$ cat src/rtl/decode_stage.sv
// RV32I(+M) decode stage: combinational decode into a microcode address,
// registered through a valid/ready output register backed by a one-entry skid buffer.
module decode_stage #(
  parameter int unsigned UADDR_W = 7,
  parameter bit          EN_M    = 1'b1
) (
  input  logic               clk,
  input  logic               rst_n,
  input  logic               flush,
  input  logic               in_valid,
  output logic               in_ready,
  input  logic [31:0]        in_instr,
  input  logic [31:0]        in_pc,
  output logic               out_valid,
  input  logic               out_ready,
  output logic [UADDR_W-1:0] out_uaddr,
  output logic [24:0]        out_data,
  output logic [31:0]        out_pc,
  output logic               out_illegal
);

  localparam logic [6:0] OPC_LUI    = 7'b0110111;
  localparam logic [6:0] OPC_AUIPC  = 7'b0010111;
  localparam logic [6:0] OPC_JAL    = 7'b1101111;
  localparam logic [6:0] OPC_JALR   = 7'b1100111;
  localparam logic [6:0] OPC_FENCE  = 7'b0001111;
  localparam logic [6:0] OPC_SYSTEM = 7'b1110011;
  localparam logic [6:0] OPC_BRANCH = 7'b1100011;
  localparam logic [6:0] OPC_LOAD   = 7'b0000011;
  localparam logic [6:0] OPC_STORE  = 7'b0100011;
  localparam logic [6:0] OPC_OPIMM  = 7'b0010011;
  localparam logic [6:0] OPC_OP     = 7'b0110011;

  typedef struct packed {
    logic        illegal;
    logic [6:0]  uaddr;
    logic [24:0] data;
    logic [31:0] pc;
  } entry_t;

  entry_t     in_entry, or_q, sk_q;
  logic       or_valid, sk_valid;
  logic       accept;
  logic [2:0] f3;
  logic [6:0] f7;
  logic       alt;
  logic       legal;
  logic [6:0] addr;

  assign f3  = in_instr[14:12];
  assign f7  = in_instr[31:25];
  assign alt = in_instr[30];

  always_comb begin
    legal = 1'b0;
    addr  = '0;
    unique case (in_instr[6:0])
      OPC_LUI:    begin legal = 1'b1;           addr = 7'h01; end
      OPC_AUIPC:  begin legal = 1'b1;           addr = 7'h02; end
      OPC_JAL:    begin legal = 1'b1;           addr = 7'h03; end
      OPC_JALR:   begin legal = (f3 == 3'b000); addr = 7'h04; end
      OPC_FENCE:  begin legal = (f3 == 3'b000); addr = 7'h05; end
      OPC_SYSTEM: begin legal = (f3 == 3'b000); addr = 7'h06; end
      OPC_BRANCH: begin
        legal = (f3 != 3'b010) && (f3 != 3'b011);
        addr  = {4'b0001, f3};
      end
      OPC_LOAD: begin
        legal = (f3 != 3'b011) && (f3 != 3'b110) && (f3 != 3'b111);
        addr  = {4'b0010, f3};
      end
      OPC_STORE: begin
        legal = (f3 <= 3'b010);
        addr  = {4'b0011, f3};
      end
      OPC_OPIMM: begin
        // only shifts constrain funct7; alt selects SRAI over SRLI
        if (f3 == 3'b001)      legal = (f7 == 7'b0000000);
        else if (f3 == 3'b101) legal = (f7 == 7'b0000000) || (f7 == 7'b0100000);
        else                   legal = 1'b1;
        addr = {2'b01, alt && (f3 == 3'b101), 1'b0, f3};
      end
      OPC_OP: begin
        if (f7 == 7'b0000000) begin
          legal = 1'b1;
          addr  = {4'b0101, f3};
        end else if (f7 == 7'b0100000) begin
          legal = (f3 == 3'b000) || (f3 == 3'b101);
          addr  = {4'b0111, f3};
        end else if (f7 == 7'b0000001) begin
          legal = EN_M;
          addr  = {4'b1000, f3};
        end
      end
      default: legal = 1'b0;
    endcase
  end

  always_comb begin
    in_entry.illegal = !legal;
    in_entry.uaddr   = legal ? addr : '0;
    in_entry.data    = in_instr[31:7];
    in_entry.pc      = in_pc;
  end

  assign in_ready = !sk_valid && !flush;
  assign accept   = in_valid && in_ready;

  // SK can only be full when in_ready is low, so a draining SK never coincides with an accept.
  always_ff @(posedge clk or negedge rst_n) begin
    if (!rst_n) begin
      or_valid <= 1'b0;
      sk_valid <= 1'b0;
      or_q     <= '0;
      sk_q     <= '0;
    end else if (flush) begin
      or_valid <= 1'b0;
      sk_valid <= 1'b0;
    end else if (!or_valid || out_ready) begin
      if (sk_valid) begin
        or_q     <= sk_q;
        or_valid <= 1'b1;
        sk_valid <= 1'b0;
      end else begin
        or_valid <= accept;
        if (accept) or_q <= in_entry;
      end
    end else if (accept) begin
      sk_q     <= in_entry;
      sk_valid <= 1'b1;
    end
  end

  always_comb begin
    out_uaddr      = '0;
    out_uaddr[6:0] = or_q.uaddr;
  end

  assign out_valid   = or_valid;
  assign out_data    = or_q.data;
  assign out_pc      = or_q.pc;
  assign out_illegal = or_q.illegal;

endmodule

$ cat config.mk
export PLATFORM = sky130hd
export DESIGN_NAME = decode_stage
export DESIGN_NICKNAME = d
export VERILOG_FILES = /design/src/rtl/decode_stage.sv
export SDC_FILE = /design/constraint.sdc
export NUM_CORES = 1
export LEC_CHECK = 0
export ABC_AREA = 1
export CORE_MARGIN = 4
export CORE_UTILIZATION = 45
export DETAILED_ROUTE_END_ITERATION = 8
export HOLD_SLACK_MARGIN = 0.05
export PLACE_DENSITY = 0.77
export SYNTH_ARGS = -nofsm -noshare
export SYNTH_HDL_FRONTEND = slang
export SYNTH_SLANG_ARGS = --single-unit
$ cat constraint.sdc
create_clock -name clk -period 1.5 [get_ports clk]
set_clock_uncertainty 0.2 [all_clocks]
set_input_delay 0.225 -clock clk [delete_from_list [all_inputs] [get_ports clk]]
set_output_delay 0.225 -clock clk [all_outputs]
set_load 0.02 [all_outputs]
# Word-level counts from Yosys, hierarchy flattened
# Index checks and enable logic that the tools add are counted.
[word_totals]
out_inout_bits = 67
word_cells = 73
reg_bits = 132
inputBits = 69
[classes]
order_cmp = 1
bitwise_logic = 2
n_mux = 19
n_eq_ne = 19
n_reduce_logical = 22
[ops]
columns = ["cell", "n"]
rows = [
  ["$mux W65", 2],
  ["$pmux W7 S11", 1],
  ["$eq A7 B6 Y1 const B", 4],
  ["$eq A7 B7 Y1 const B", 4],
  ["$mux W7", 4],
  ["$eq A7 B5 Y1 const B", 2],
  ["$mux W1", 11],
  ["$eq A7 B1 Y1 const B", 1],
  ["$eq A7 B2 Y1 const B", 1],
  ["$eq A7 B4 Y1 const B", 1],
  ["$logic_not A7 Y1", 1],
  ["$pmux W1 S7", 1],
  ["$logic_and A1 B1 Y1", 6],
  ["$ne A3 B2 Y1 const B", 2],
  ["$ne A3 B3 Y1 const B", 2],
  ["$reduce_and A3 Y1", 2],
  ["$reduce_or A3 Y1", 2],
  ["$logic_not A1 Y1", 4],
  ["$reduce_bool A2 Y1", 2],
  ["$eq A3 B1 Y1 const B", 1],
  ["$eq A3 B3 Y1 const B", 1],
  ["$le A3 B2 Y1 const B", 1],
  ["$logic_not A3 Y1", 1],
  ["$logic_or A1 B1 Y1", 3],
  ["other kinds (2)", 3],
]

# Depth between registers and ports, before layout
[depth]
depth_word = 8
depth_mapped = 12
mapped_depth_nobuf = 12

# Worst setup path after synthesis
# No wires, ideal clock.
[synth_timing]
path_type = "register to register"
start = "register sk_valid"
end = "register sk_q[64] in the netlist's numbering"
t_required_ns = 1.164
path_slack_ns = -0.227
n_path_buf = 2
stages_incl_launch_ff = 7
setup_ns = 0.136
arrival_time_ns = 1.391
synth_period_minus_slack_ns = 1.727
path_cell_list = "dfrtp_1 -> nor2_1 -> nand3_1 -> buf_2 -> buf_1 -> nand2_1 -> o21ai_0"
[synth_between]
elab_chain_cells = 4
[synth_lines]
columns = ["element", "line_no", "text"]
rows = [
  ["start, declared", "42", "logic or_valid, sk_valid;"],
  ["start signal, assigned", "113", "sk_valid <= 1'b0;"],
  ["start signal, assigned", "118", "sk_valid <= 1'b0;"],
  ["start signal, assigned", "123", "sk_valid <= 1'b0;"],
  ["$logic_not A1 Y1", "106", "assign in_ready = !sk_valid && !flush;"],
  ["$logic_and A1 B1 Y1", "106", ""],
  ["named net in_ready", "11", "output logic in_ready,"],
  ["$logic_and A1 B1 Y1", "107", "assign accept = in_valid && in_ready;"],
  ["$reduce_and A3 Y1 (no source line)", "-", ""],
  ["end signal, assigned", "129", "sk_q <= in_entry;"],
  ["end, declared", "41", "entry_t in_entry, or_q, sk_q;"],
]
# The timed path passes the listed nets, and every way through them passes these cells.
# A chain may end at the register's enable or synchronous reset.

# Worst setup path after layout
[layout_timing]
start = "register sk_valid"
end = "register sk_q[18] in the netlist's numbering"
[layout_between]
elab_chain_cells = 4
[layout_lines]
columns = ["element", "line_no"]
rows = [
  ["$logic_not A1 Y1", "106"],
  ["$logic_and A1 B1 Y1", "106"],
  ["$logic_and A1 B1 Y1", "107"],
  ["$reduce_and A3 Y1 (no source line)", "-"],
]
# Every way passes these cells.

==> impl_metrics.py <==
metrics = {
    "outcome": {
        "outcome": "complete, but fails checks",
        "violations": "setup timing",
    },
    "grt": {
        "grt_overflow": 0,
        "grt_pass1_vias": 4927,
        "grt_pass1_wl_mm": 23.56,
        "antenna_found_initial": 0,
        "grt_max_degree": 61,
        "track_usage_pct": 20.01,
    },
    "finish": {
        "layout-drive-gt1-share_pct": 35.55,
        "nets": 1005,
        "fin_util_pct": 75.13,
        "area_growth_syn_to_layout_pct": 62.36,
        "diodes": 0,
    },
    "synth": {
        "yosysMostFrequentCell": "nand2_1",
        "synthFlopType": "dfrtp_1",
        "synth_edf_count": 0,
        "syn_area_per_cell_um2": 7.977,
        "synth_cell_types": 19,
        "syn_nets": 807,
        "synthCells": 738,
        "synth_seq_cells": 132,
        "async_flop_share_pct": 100.0,
        "synth_top_area_share_pct": 56.11,
        "yosys.area.top_type": "dfrtp_1",
        "synth_area_leaders": "dfrtp_1 56%, nand2_1 16%, o21ai_0 15%",
        "yosysSeqAreaShare_pct": 56.11,
        "ys_warn_count": 0,
        "synthTopCellsByCount": "247 x nand2_1, 179 x o21ai_0, 132 x dfrtp_1, 69 x inv_1, 35 x nor2_1",
        "syn_area_mm2": 0.005887,
    },
    "die": {
        "dieArea_mm2": 0.01498,
        "core-area_mm2": 0.01272,
        "row_count": 41,
        "start_util_pct": 46.27,
        "dieHeight_um": 122.4,
        "die_w_um": 122.4,
        "top_level_ports": 136,
    },
    "worst_setup_path": {
        "crit_chain": "nor2_4 -> buf_6 -> nand3_4 -> buf_6 -> o21ai_0",
        "max_stage_delay_ns": 0.46,
        "critPathMaxFanout": 15,
        "crit_required_ns": 1.59,
        "crit_path_end_kind": "flop",
        "path_common_cell": "buf_6",
        "path_delay_family": "flip-flops",
        "arrival_ns": 1.76,
        "cpMaxStageDelayCell": "dfrtp_2",
        "crit_type": "reg2reg",
        "path_buf_inv": 2,
        "start_kind": "flop",
    },
    "timing": {
        "rsz0062_at_grt": "yes",
        "fin_crit_sh_pct": 111.4,
        "finalHoldViolations": 0,
        "finalCriticalPeriod_ns": 1.672,
        "setup_slack_ns": -0.1715,
        "drv_slew": 0,
        "max_freq_mhz": 598.3,
        "relSlewSlack_pct": 75.41,
        "setup_violations": 126,
        "fin_tns_setup_ns": -4.267,
        "worst_pin_slew_ns": 0.3689,
    },
    "clocking": {
        "numCtsBuffers": 17,
        "clock_sinks": 132,
        "cts_tree": "done",
        "htreeDepth": 4,
        "root_buffer": "clkbuf_16",
        "cts.path.max_buffers": 2,
        "clk_latency_ns": 0.41,
        "clkTransAtPathRegs_ns": 0.06,
    },
    "route": {
        "drc": 0,
        "viasPerCell": 5.256,
        "initialDrtViolationCount": 505,
        "detail-route-antenna-nets": 0,
        "routedWlPerCell_um": 17.82,
        "vias": 5887,
        "dr.pass1.iters": 5,
        "wirelength_mm": 19.96,
    },
    "power_and_ir_drop": {
        "irDropWorstVdd_mv": 0.8054,
        "p_leak_nw": 4.876,
        "p_total_w": 0.01136,
        "power.density_mw_per_mm2": 1188,
    },
    "placement": {
        "place_congestion": 0.8689,
        "hpwl_mm": 9.575,
        "numPortBuffers": 135,
    },
    "flow_run": {
        "maxCapViolCount": 0,
    },
    "min_path": {
        "hold_class": "in2async",
    },
}
==> sequential cells by signal, indices dropped and copies added, names as in the netlist <==
signal,flops
out_data,25
out_illegal,1
out_pc,32
out_uaddr,7
out_valid,1
sk_q,65
sk_valid,1
==> repair_timing <==
action,in CTS,in global routing
buffers inserted,3,6
hold buffers,3,1
cloned,2,29
gates resized for setup,264,388
setup endpoints to repair,140,174
pin swaps,18,26
endpoints found under the hold margin,134,1
==> routing by layer <==
metal	wire length [um]	vias to the layer above	track usage [%]
met5	0	-	0
met4	325	0	6.228
met3	1256	36	5.945
met2	10400	254	32.43
met1	7975	2825	25.98
li1	-	2772	-
==> where the power goes <==
part           internal [W]  leakage [nW]  total [W]  switching, W
registers           0.00423          1.67    0.00473      0.000503
clock network       0.00261         0.281    0.00407       0.00146
logic               0.00115          2.93    0.00255       0.00141
total               0.00799          4.88     0.0114       0.00337
==> worst paths after layout <==
kind | cells past startpoint | start | slack (ns) | endpoint
setup reg to reg | 5 | sk_valid | -0.17 | sk_q[18]
min in group clk | 4 | in_instr[14] | 0.12 | sk_q[39]
max in group asynchronous | 3 | rst_n | 0.47 | out_pc[24]
hold / removal | 2 | rst_n | 0.09 | sk_q[55]
setup / recovery | 5 | sk_valid | -0.17 | sk_q[18]
hold reg to reg | 2 | out_uaddr[0] | 0.27 | out_uaddr[0]
==> through the flow <==
stage	hold slack, ns	instances	instance area (um2)	worst slack, ns
6_report	0.08630	1120	9558	-0.1715
5_1_grt	0.1035	1120	9558	-0.2162
4_1_cts	0.08209	1085	8561	-0.1106
3_5_place_dp	-0.05213	1046	7785	-0.6282
3_3_place_gp	-0.05227	1046	7785	-0.6130
2_1_floorplan	-0.2706	738	5909	-0.02630
==> area by class of cell <==
cell class | instances | area (um2)
flip-flops and latches | 132 | 3306
fillers | 917 | 3164
multi-input cells | 497 | 2821
repair buffers | 218 | 2357
clock buffers | 27 | 503.0
inverters | 69 | 279.0
well taps | 172 | 215.2
clock inverters | 4 | 70.07
repair inverters | 1 | 6.256
==> placed cells by master, fill, tap and decap left out, types with 3 or more instances in the layout <==
cell,netlist,layout
nor2_2,2,15
clkdlybuf4s50_1,0,50
inv_1,69,62
clkbuf_1,28,6
clkbuf_8,0,4
nor2_1,35,15
nand3_2,1,3
nand2_1,247,181
clkbuf_2,0,4
nand3_4,0,5
buf_12,0,17
buf_2,9,51
o21ai_2,0,49
buf_6,0,16
clkdlybuf4s15_2,0,15
o21bai_1,4,3
dlygate4sd3_1,0,4
inv_2,0,5
buf_4,0,26
nand2_4,0,23
nand3_1,13,8
dfrtp_1,132,130
nand2_2,2,45
nor2_4,1,8
o21ai_0,179,26
o21ai_1,5,109
clkbuf_16,0,36
dlygate4sd2_1,0,9
clkdlybuf4s15_1,0,4
==> kinds of logic (layout without fill, tap and decap cells) <==
group,count (synthesis),in the layout,share of synthesized area (%)
AND/OR/NAND/NOR,303,305,20.04
buffers and inverters,111,319,7.269
AO/OA/AOI/OAI,192,192,16.58
flip-flops,132,132,56.11
Power figures use the tool's default switching activity.
